### config.mk
export PLATFORM = sky130hd
export DESIGN_NAME = lsu_ctrl
export DESIGN_NICKNAME = d
export VERILOG_FILES = /design/src/rtl/lsu_pkg.sv /design/src/rtl/lsu_align.sv /design/src/rtl/lsu_ctrl.sv
export SDC_FILE = /design/constraint.sdc
export NUM_CORES = 1
export LEC_CHECK = 0
export CAP_MARGIN = 10
export CORE_ASPECT_RATIO = 0.6
export CORE_UTILIZATION = 46
export CTS_BUF_LIST = sky130_fd_sc_hd__clkbuf_2
export DETAILED_ROUTE_END_ITERATION = 10
export PLACE_DENSITY = 0.83
export SYNTH_ARGS = -nofsm -noshare
export SYNTH_HDL_FRONTEND = slang
export SYNTH_SLANG_ARGS = --single-unit
### constraint.sdc
create_clock -name clk -period 2.4 [get_ports clk]
set_clock_uncertainty 0.15 [all_clocks]
set_input_delay 0.48 -clock clk [delete_from_list [all_inputs] [get_ports clk]]
set_output_delay 0.48 -clock clk [all_outputs]
set_load 0.005 [all_outputs]
### src/rtl/lsu_pkg.sv
// lsu_pkg: shared FSM state, funct3 width codes and byte-enable helpers for the load/store unit.
package lsu_pkg;
   typedef enum logic [1:0] {S_IDLE, S_REQ, S_RESP, S_DONE} lsu_state_e;
   localparam logic [2:0] LSU_B  = 3'b000;
   localparam logic [2:0] LSU_H  = 3'b001;
   localparam logic [2:0] LSU_W  = 3'b010;
   localparam logic [2:0] LSU_BU = 3'b100;
   localparam logic [2:0] LSU_HU = 3'b101;
   function automatic logic is_byte(input logic [2:0] f3);
      return f3 == LSU_B || f3 == LSU_BU;
   endfunction
   function automatic logic is_half(input logic [2:0] f3);
      return f3 == LSU_H || f3 == LSU_HU;
   endfunction
   // Unknown width codes fall through to a full word.
   function automatic logic [3:0] lsu_be(input logic [2:0] f3, input logic [1:0] off);
      return is_byte(f3) ? 4'b0001 << off : is_half(f3) ? 4'b0011 << off : 4'b1111;
   endfunction
endpackage

### src/rtl/lsu_align.sv
// lsu_align: byte enables, store-lane replication, misalignment check and load extraction/extension.
module lsu_align
   import lsu_pkg::*;
#(
   parameter int DATA_W = 32
) (
   input  logic [2:0]        i_st_f3,
   input  logic [1:0]        i_st_off,
   input  logic [DATA_W-1:0] i_wdata,
   output logic [3:0]        o_be,
   output logic [DATA_W-1:0] o_wdata,
   output logic              o_misaligned,
   input  logic [2:0]        i_ld_f3,
   input  logic [1:0]        i_ld_off,
   input  logic [DATA_W-1:0] i_rdata,
   output logic [DATA_W-1:0] o_ldata
);
   logic [DATA_W-1:0] w_shift;
   assign w_shift      = i_rdata >> {i_ld_off, 3'b000};
   assign o_be         = lsu_be(i_st_f3, i_st_off);
   assign o_misaligned = is_half(i_st_f3) ? i_st_off[0] : !is_byte(i_st_f3) && i_st_off != 2'b00;
   assign o_wdata      = is_byte(i_st_f3) ? {4{i_wdata[7:0]}} :
                         is_half(i_st_f3) ? {2{i_wdata[15:0]}} : i_wdata;
   assign o_ldata      = i_ld_f3 == LSU_B  ? {{(DATA_W-8){w_shift[7]}}, w_shift[7:0]} :
                         i_ld_f3 == LSU_BU ? {{(DATA_W-8){1'b0}}, w_shift[7:0]} :
                         i_ld_f3 == LSU_H  ? {{(DATA_W-16){w_shift[15]}}, w_shift[15:0]} :
                         i_ld_f3 == LSU_HU ? {{(DATA_W-16){1'b0}}, w_shift[15:0]} : i_rdata;
endmodule

### src/rtl/lsu_ctrl.sv
// lsu_ctrl: load/store FSM driving a req/gnt/rvalid memory port, stalling the core until the access
// completes, with misalignment detection and a gnt/rvalid timeout watchdog.
module lsu_ctrl
   import lsu_pkg::*;
#(
   parameter int ADDR_W  = 32,
   parameter int DATA_W  = 32,
   parameter int TIMEOUT = 255
) (
   input  logic              clk,
   input  logic              rst,
   input  logic [ADDR_W-1:0] addr_i,
   input  logic [DATA_W-1:0] wdata_i,
   input  logic [2:0]        funct3_i,
   input  logic              mem_read_i,
   input  logic              mem_write_i,
   output logic              mem_req_o,
   output logic              mem_we_o,
   output logic [ADDR_W-1:0] mem_addr_o,
   output logic [3:0]        mem_be_o,
   output logic [DATA_W-1:0] mem_wdata_o,
   input  logic              mem_gnt_i,
   input  logic              mem_rvalid_i,
   input  logic [DATA_W-1:0] mem_rdata_i,
   output logic              stall_o,
   output logic [DATA_W-1:0] load_data_o,
   output logic              done_o,
   output logic              misaligned_o,
   output logic              fault_o
);
   localparam int CW = $clog2(TIMEOUT + 1);
   lsu_state_e        r_state, w_next;
   logic [ADDR_W-1:0] r_addr;
   logic [3:0]        r_be;
   logic [DATA_W-1:0] r_wdata, r_load;
   logic              r_we;
   logic [2:0]        r_f3;
   logic [CW-1:0]     r_cnt;
   logic              w_acc, w_mis, w_busy, w_to;
   logic [3:0]        w_be;
   logic [DATA_W-1:0] w_wdata, w_ldata;
   assign w_acc  = mem_read_i | mem_write_i;
   assign w_busy = r_state == S_REQ || r_state == S_RESP;
   assign w_to   = w_busy && r_cnt == CW'(TIMEOUT);
   lsu_align #(.DATA_W(DATA_W)) u_align (
      .i_st_f3(funct3_i), .i_st_off(addr_i[1:0]), .i_wdata(wdata_i),
      .o_be(w_be), .o_wdata(w_wdata), .o_misaligned(w_mis),
      .i_ld_f3(r_f3), .i_ld_off(r_addr[1:0]), .i_rdata(mem_rdata_i), .o_ldata(w_ldata)
   );
   always_ff @(posedge clk)
      r_state <= rst ? S_IDLE : w_next;
   always_comb
      w_next = w_to                ? S_IDLE :
               r_state == S_IDLE   ? (w_acc && !w_mis ? S_REQ : S_IDLE) :
               r_state == S_REQ    ? (mem_gnt_i ? (mem_rvalid_i ? S_DONE : S_RESP) : S_REQ) :
               r_state == S_RESP   ? (mem_rvalid_i ? S_DONE : S_RESP) : S_IDLE;
   always_comb begin
      stall_o      = (r_state == S_IDLE && w_acc && !w_mis) || (w_busy && !w_to);
      mem_req_o    = r_state == S_REQ && !w_to;
      done_o       = r_state == S_DONE;
      misaligned_o = r_state == S_IDLE && w_acc && w_mis;
      fault_o      = w_to;
      load_data_o  = r_state == S_DONE ? r_load : '0;
   end
   assign mem_we_o    = r_we;
   assign mem_addr_o  = {r_addr[ADDR_W-1:2], 2'b00};
   assign mem_be_o    = r_be;
   assign mem_wdata_o = r_wdata;
   // Counter restarts on every state change, so entering REQ or RESP always begins at zero.
   always_ff @(posedge clk) begin
      if (rst) begin
         r_addr  <= '0;
         r_be    <= '0;
         r_wdata <= '0;
         r_we    <= 1'b0;
         r_f3    <= '0;
         r_cnt   <= '0;
         r_load  <= '0;
      end else begin
         if (r_state == S_IDLE && w_next == S_REQ) begin
            r_addr  <= addr_i;
            r_be    <= w_be;
            r_wdata <= w_wdata;
            r_we    <= mem_write_i;
            r_f3    <= funct3_i;
         end
         r_cnt <= (w_busy && w_next == r_state) ? r_cnt + 1'b1 : '0;
         if (w_busy && w_next == S_DONE) r_load <= w_ldata;
      end
   end
endmodule

After elaboration in Yosys (flattened, before gate mapping):

Index checks and enable logic that the tools add are counted.

* add/subtract/negate cells: 1
* bitwise logic cells: 2
* reductions and logical operators: 23
* mux-type cells: 17
* shift operators: 3
* equality and inequality tests: 13

Operators by type and width (number)
* 32-bit two-way mux: 7
* 32-bit by 5-bit >> shifter with 16-bit output: 1
* 3-bit == test, second input constant: 4
* 1-bit logical AND: 11
* 2-bit two-way mux: 5
* 8-bit by 1-bit adder with 8-bit output, second input constant: 1
* 8-bit == test, second input constant: 1
* 4-bit two-way mux: 2
* 2-bit == test, second input constant: 3
* 3-bit by 1-bit == test with 1-bit output, second input constant: 2
* 3-bit logical NOT: 2
* 2-bit by 1-bit == test with 1-bit output, second input constant: 2
* 1-bit logical OR: 4
* 1-bit by 2-bit left shift with 4-bit output, first input constant: 1
* 2-bit by 2-bit left shift with 4-bit output, first input constant: 1
* 1-bit logical NOT: 3
* 1-bit two-way mux: 3
* 2-bit == test: 1
* 2-bit logical NOT: 1
* 2-bit nonzero test: 1
* 2-bit OR reduction: 1
* 1-bit inverter: 1
* 1-bit OR: 1

* word-level logic and storage cells: 67
* output and inout port bits: 106
* bits in registers: 114
* bits of input ports: 105

Longest topological paths before layout:

* depth in word-level cells: 14
* depth in mapped cells: 9
* mapped depth without buffers: 7

Modules after synthesis:

From an unflattened synthesis, not the netlist that was laid out.

* cell total of the unflattened synthesis: 830
* area total of the unflattened synthesis: 6293.5 um^2

Modules (own cells, without submodules)
* lsu_ctrl: area each 4996.0 um^2, instances 1, sequential area each 2282.2 um^2, cells an instance 610
* lsu_align: area each 1297.5 um^2, instances 1, sequential area each 0.0 um^2, cells an instance 220

Least setup slack after synthesis:

OpenSTA, ideal clock, no wires.

* path kind: input port to flip-flop
* from: in addr_i[0]
* to: reg r_be[1] (netlist: mem_be_o[1])
* slack: 0.383 ns
* stages: 9
* data arrival time: 1.779 ns
* setup time: 0.089 ns
* path buffers: 2
* required time: 2.161 ns
* path through: inv_1 ha_1 nor2b_1 a311oi_2 nor2b_1 buf_4 buf_6 nor2_1 a311oi_2

* cells in the longest elaborated chain, start to end: 10
* elaborated cells between the ends (all ways): 14
* classes of those cells: eq/ne (1); shift (2); mux (6); reduce/logical (5)

Ends and longest elaborated chain
* from (decl): RTL line lsu_ctrl.sv:12 `input logic [ADDR_W-1:0] addr_i,`
* 2-bit nonzero test: RTL line lsu_align.sv:21 `assign o_misaligned = is_half(i_st_f3) ? i_st_off[0] : !is_byte(i_st_f3) && i_st_off != 2'b00;`
* 1-bit logical AND: RTL line lsu_align.sv:21
* 1-bit two-way mux: RTL line lsu_align.sv:21
* 1-bit logical NOT: RTL line lsu_ctrl.sv:54 `r_state == S_IDLE ? (w_acc && !w_mis ? S_REQ : S_IDLE) :`
* 1-bit logical AND: RTL line lsu_ctrl.sv:54
* 1-bit two-way mux: RTL line lsu_ctrl.sv:54
* 2-bit two-way mux: RTL line lsu_ctrl.sv:54
* 2-bit two-way mux: RTL line lsu_ctrl.sv:53 `w_next = w_to ? S_IDLE :`
* 2-bit by 1-bit == test with 1-bit output: RTL line lsu_ctrl.sv:80 `if (r_state == S_IDLE && w_next == S_REQ) begin`
* 1-bit logical AND: RTL line lsu_ctrl.sv:80
* to (signal assigned): RTL line lsu_ctrl.sv:82 `r_be <= w_be;`
* to (decl): RTL line lsu_ctrl.sv:34 `logic [3:0] r_be;`

Several ways; a longest one is shown, not always the timed one.
A chain may end at the register's enable or synchronous reset.

Worst setup path after layout:

* from: reg r_state[1]
* to: out load_data_o[6]

* cells in the longest elaborated chain, start to end: 2

Ends and longest elaborated chain
* from (decl): RTL line lsu_ctrl.sv:32 `lsu_state_e r_state, w_next;`
* from (signal assigned): RTL line lsu_ctrl.sv:51 `r_state <= rst ? S_IDLE : w_next;`
* 2-bit == test: RTL line lsu_ctrl.sv:63 `load_data_o = r_state == S_DONE ? r_load : '0;`
* 32-bit two-way mux: RTL line lsu_ctrl.sv:63
* to (decl): RTL line lsu_ctrl.sv:26 `output logic [DATA_W-1:0] load_data_o,`

Every way passes these cells.

==> flow_summary_export.csv <==
group,metric,value,unit
synth,avgSynthCellArea,7.95,µm²
synth,synth_largest_area_cell,"dfxtp_1",
cells_and_area,fin_util,0.735,
clocking,cts_sinks,114,
worst_setup_path,cpMostUsedCell,"buf_6",
place,gp_congestion,0.932,
synth,yosysWarnings,0,
worst_setup_path,critPathTopFamily,"buffers and inverters",
pwr,powerDensity,528,nW/µm²
synth,postSynthCellCount,713,
die,die-height,88.0,µm
sta,min_period_over_period,1.04,
synth,synth.top_cell.area_share,0.403,
pwr,ir_worst_vdd,0.316,mV
outcome,status,"complete, but fails checks",
routing,wire_per_inst,17.7,µm
clocking,clkLatencyLatePin,0.66,ns
worst_setup_path,arrival,1.87,ns
sta,clock.fmax,401,MHz
die,core,11600,µm²
sta,slew_viol_final,0,
worst_setup_path,slowest_delay,0.40,ns
sta,fin_crit,2.50,ns
place,place_ws,-0.432,ns
worst_setup_path,r2r_cells,10,
routing,dr.pass1.iters,5,
place,port_buffers,208,
worst_setup_path,crit_fanout,4,
global_route,grt-ovfl-total,0,
cells_and_area,num-fill-cells,832,
worst_setup_path,cp_cell_sequence,"buf_6, ha_4, buf_6, buf_16, and2_1, buf_2",
global_route,antenna_found_initial,0,
global_route,track_usage,0.296,
clocking,clock_path_buffers,2,
min_path,hp-class,"in2reg",
routing,final_antenna_net_count,0,
routing,finalWirelength,19.3,mm
synth,yosysSeqAreaShare,0.403,
cells_and_area,final_cell_mix,"170 x clkdlybuf4s50_1, 129 x nand2_1, 109 x a21oi_1, 107 x dfxtp_1, 45 x buf_4",
die,rows,30,
worst_setup_path,cp-end-kind,"output port",
routing,drt_iter0_markers,465,
worst_setup_path,cp.depth,6,
die,start_util,0.487,
worst_setup_path,cp.required,1.77,ns
sta,setup_viol,38,
outcome,violations,"negative setup slack",
place,place_hpwl,13.3,mm
worst_setup_path,crit_slowest_cell,"dfxtp_4",
synth,synthTopCellsByArea,"dfxtp_1 40%, a21oi_1 9.6%, nand2_1 8.6%",
sta,relSlewSlack,0.624,
cells_and_area,drive_gt1_frac,0.210,
cells_and_area,fin_nets,1028,
sta,worst_slew_pin_slew,0.563,ns
synth,synth_area,5670,µm²
worst_setup_path,path_class,"reg2out",
run,drv_cap,0,
min_path,holdPathStages,3,
routing,remaining_drc_errors,0,
sta,fin_ws,-0.0958,ns
cells_and_area,num_antenna_cells,0,
pwr,p_leak,3.47,nW
routing,num_vias,5970,
clocking,clkTransAtPathRegs,0.18,ns
sta,hold_violations,0,
routing,routed_via_density,5.50,
clocking,numCtsBuffers,17,
clocking,cts_max_level,4,
synth,yosys.cell_types.count,42,
die,die_width,145,µm
die,dieArea,12800,µm²
cells_and_area,area_delta_synth_final,50.8,%
synth,synth.ff_latch_count,114,
cells_and_area,final_common_cell,"clkdlybuf4s50_1",
worst_setup_path,cp_num_buf_inv,4,
worst_setup_path,start_kind,"register",
global_route,grt_pass1_wl,29.1,mm
global_route,grt_max_degree,83,
clocking,cts_tree,"done",
global_route,grt_pass1_vias,5536,
clocking,clk_root_buffer_cell,"clkbuf_2",
sta,rsz0062_at_grt,"yes",
die,pin_count,211,
## final timing paths
kind | to | slack (ns) | start
hold reg to reg | mem_wdata_o[0] | 0.32 | mem_wdata_o[0]
setup reg to reg | r_load[1] | -0.05 | r_state[1]
hold / removal | r_load[0] | 0.16 | rst
setup / recovery | load_data_o[6] | -0.1 | r_state[1]
## timing repair
| action | CTS | global route |
|---|---|---|
| buffers inserted | 13 | 3 |
| endpoints found under the setup margin | 37 | 49 |
| pin swaps | 39 | 1 |
| gates resized for setup | 238 | 12 |
| gates cloned | 4 | 0 |
| hold buffers | 0 | 0 |
## logic make-up after synthesis
kind of cell | count (synthesis) | synth area share
flip-flops | 114 | 0.403
AO/OA/AOI/OAI | 219 | 0.238
buffers and inverters | 102 | 0.0971
adder cells (fa/ha/maj) | 9 | 0.0199
AND/OR/NAND/NOR | 238 | 0.187
other | 1 | 0.000662
XOR/XNOR | 7 | 0.0121
multiplexers | 23 | 0.0430
## worst reg2reg max path, cell delays in order, from the launching register on
cell,delay (ns)
dfxtp_4,0.41
buf_6,0.11
buf_4,0.10
buf_4,0.11
ha_1,0.20
mux2i_1,0.16
nor2_1,0.23
and4_1,0.31
buf_12,0.20
o221ai_1,0.24
a21oi_1,0.19
## Yosys cell counts, drive strengths merged
| master | count |
|---|---|
| a211oi | 11 |
| a21o | 8 |
| a21oi | 109 |
| a22oi | 1 |
| a311o | 1 |
| a311oi | 12 |
| a31oi | 3 |
| and2 | 32 |
| and3 | 6 |
| and4 | 2 |
| buf | 58 |
| clkbuf | 31 |
| conb | 1 |
| dfxtp | 114 |
| ha | 9 |
| inv | 13 |
| mux2 | 1 |
| mux2i | 21 |
| mux4 | 1 |
| nand2 | 130 |
| nand2b | 5 |
| nand3 | 4 |
| nand4 | 1 |
| nor2 | 41 |
| nor2b | 11 |
| nor3 | 4 |
| nor3b | 1 |
| nor4 | 1 |
| o211ai | 8 |
| o21ai | 44 |
| o21bai | 8 |
| o221ai | 7 |
| o22ai | 7 |
| xnor2 | 3 |
| xor2 | 4 |
## where the power goes
group | switching (W) | internal [W]
sequential | 0.0000713 | 0.00200
combinational | 0.000482 | 0.000563
clock | 0.000731 | 0.000665
## sequential cells by signal (all words and copies together) (netlist names)
name / flops
r_state: 2
mem_be_o: 4
mem_we_o: 1
r_f3: 3
mem_wdata_o: 32
r_addr: 32
r_load: 32
r_cnt: 8
## final cells by class
type                       instances  area, µm²  share of cell area
multi-input combinational        498       3010               0.352
timing repair buffer             270       2740               0.320
sequential                       114       2290               0.268
tap                              160        200              0.0234
clock inverter                    13        168              0.0196
clock buffer                      18       90.1              0.0105
inverter                          13       51.3             0.00600
## through the flow
| step | setup TNS (ns) | total power (W) | hold WS [ns] | instance area (µm²) | std cells |
|---|---|---|---|---|---|
| CTS | -3.50 | 0.00452 | 0.157 | 8510 | 1084 |
| global placement | -20.48 | 0.00309 | 0.279 | 7870 | 1036 |
| global route | -6.61 | 0.00472 | 0.149 | 8550 | 1086 |
| detailed placement | -24.10 | 0.00313 | 0.294 | 7870 | 1036 |
| finish | -2.42 | 0.00451 | 0.156 | 8550 | 1086 |
| floorplan | 0 | 0.00259 | 0.271 | 5670 | 714 |
## routing by layer
metal / routed length (µm) / vias up / GRT usage / share of wire
met5: 0 / - / 0 / 0
met4: 349 / 0 / 0.100 / 0.018
met3: 1880 / 40 / 0.0813 / 0.098
met2: 8760 / 309 / 0.470 / 0.45
met1: 8270 / 2818 / 0.392 / 0.43
li1: - / 2803 / - / -
Power figures use the tool's default switching activity.
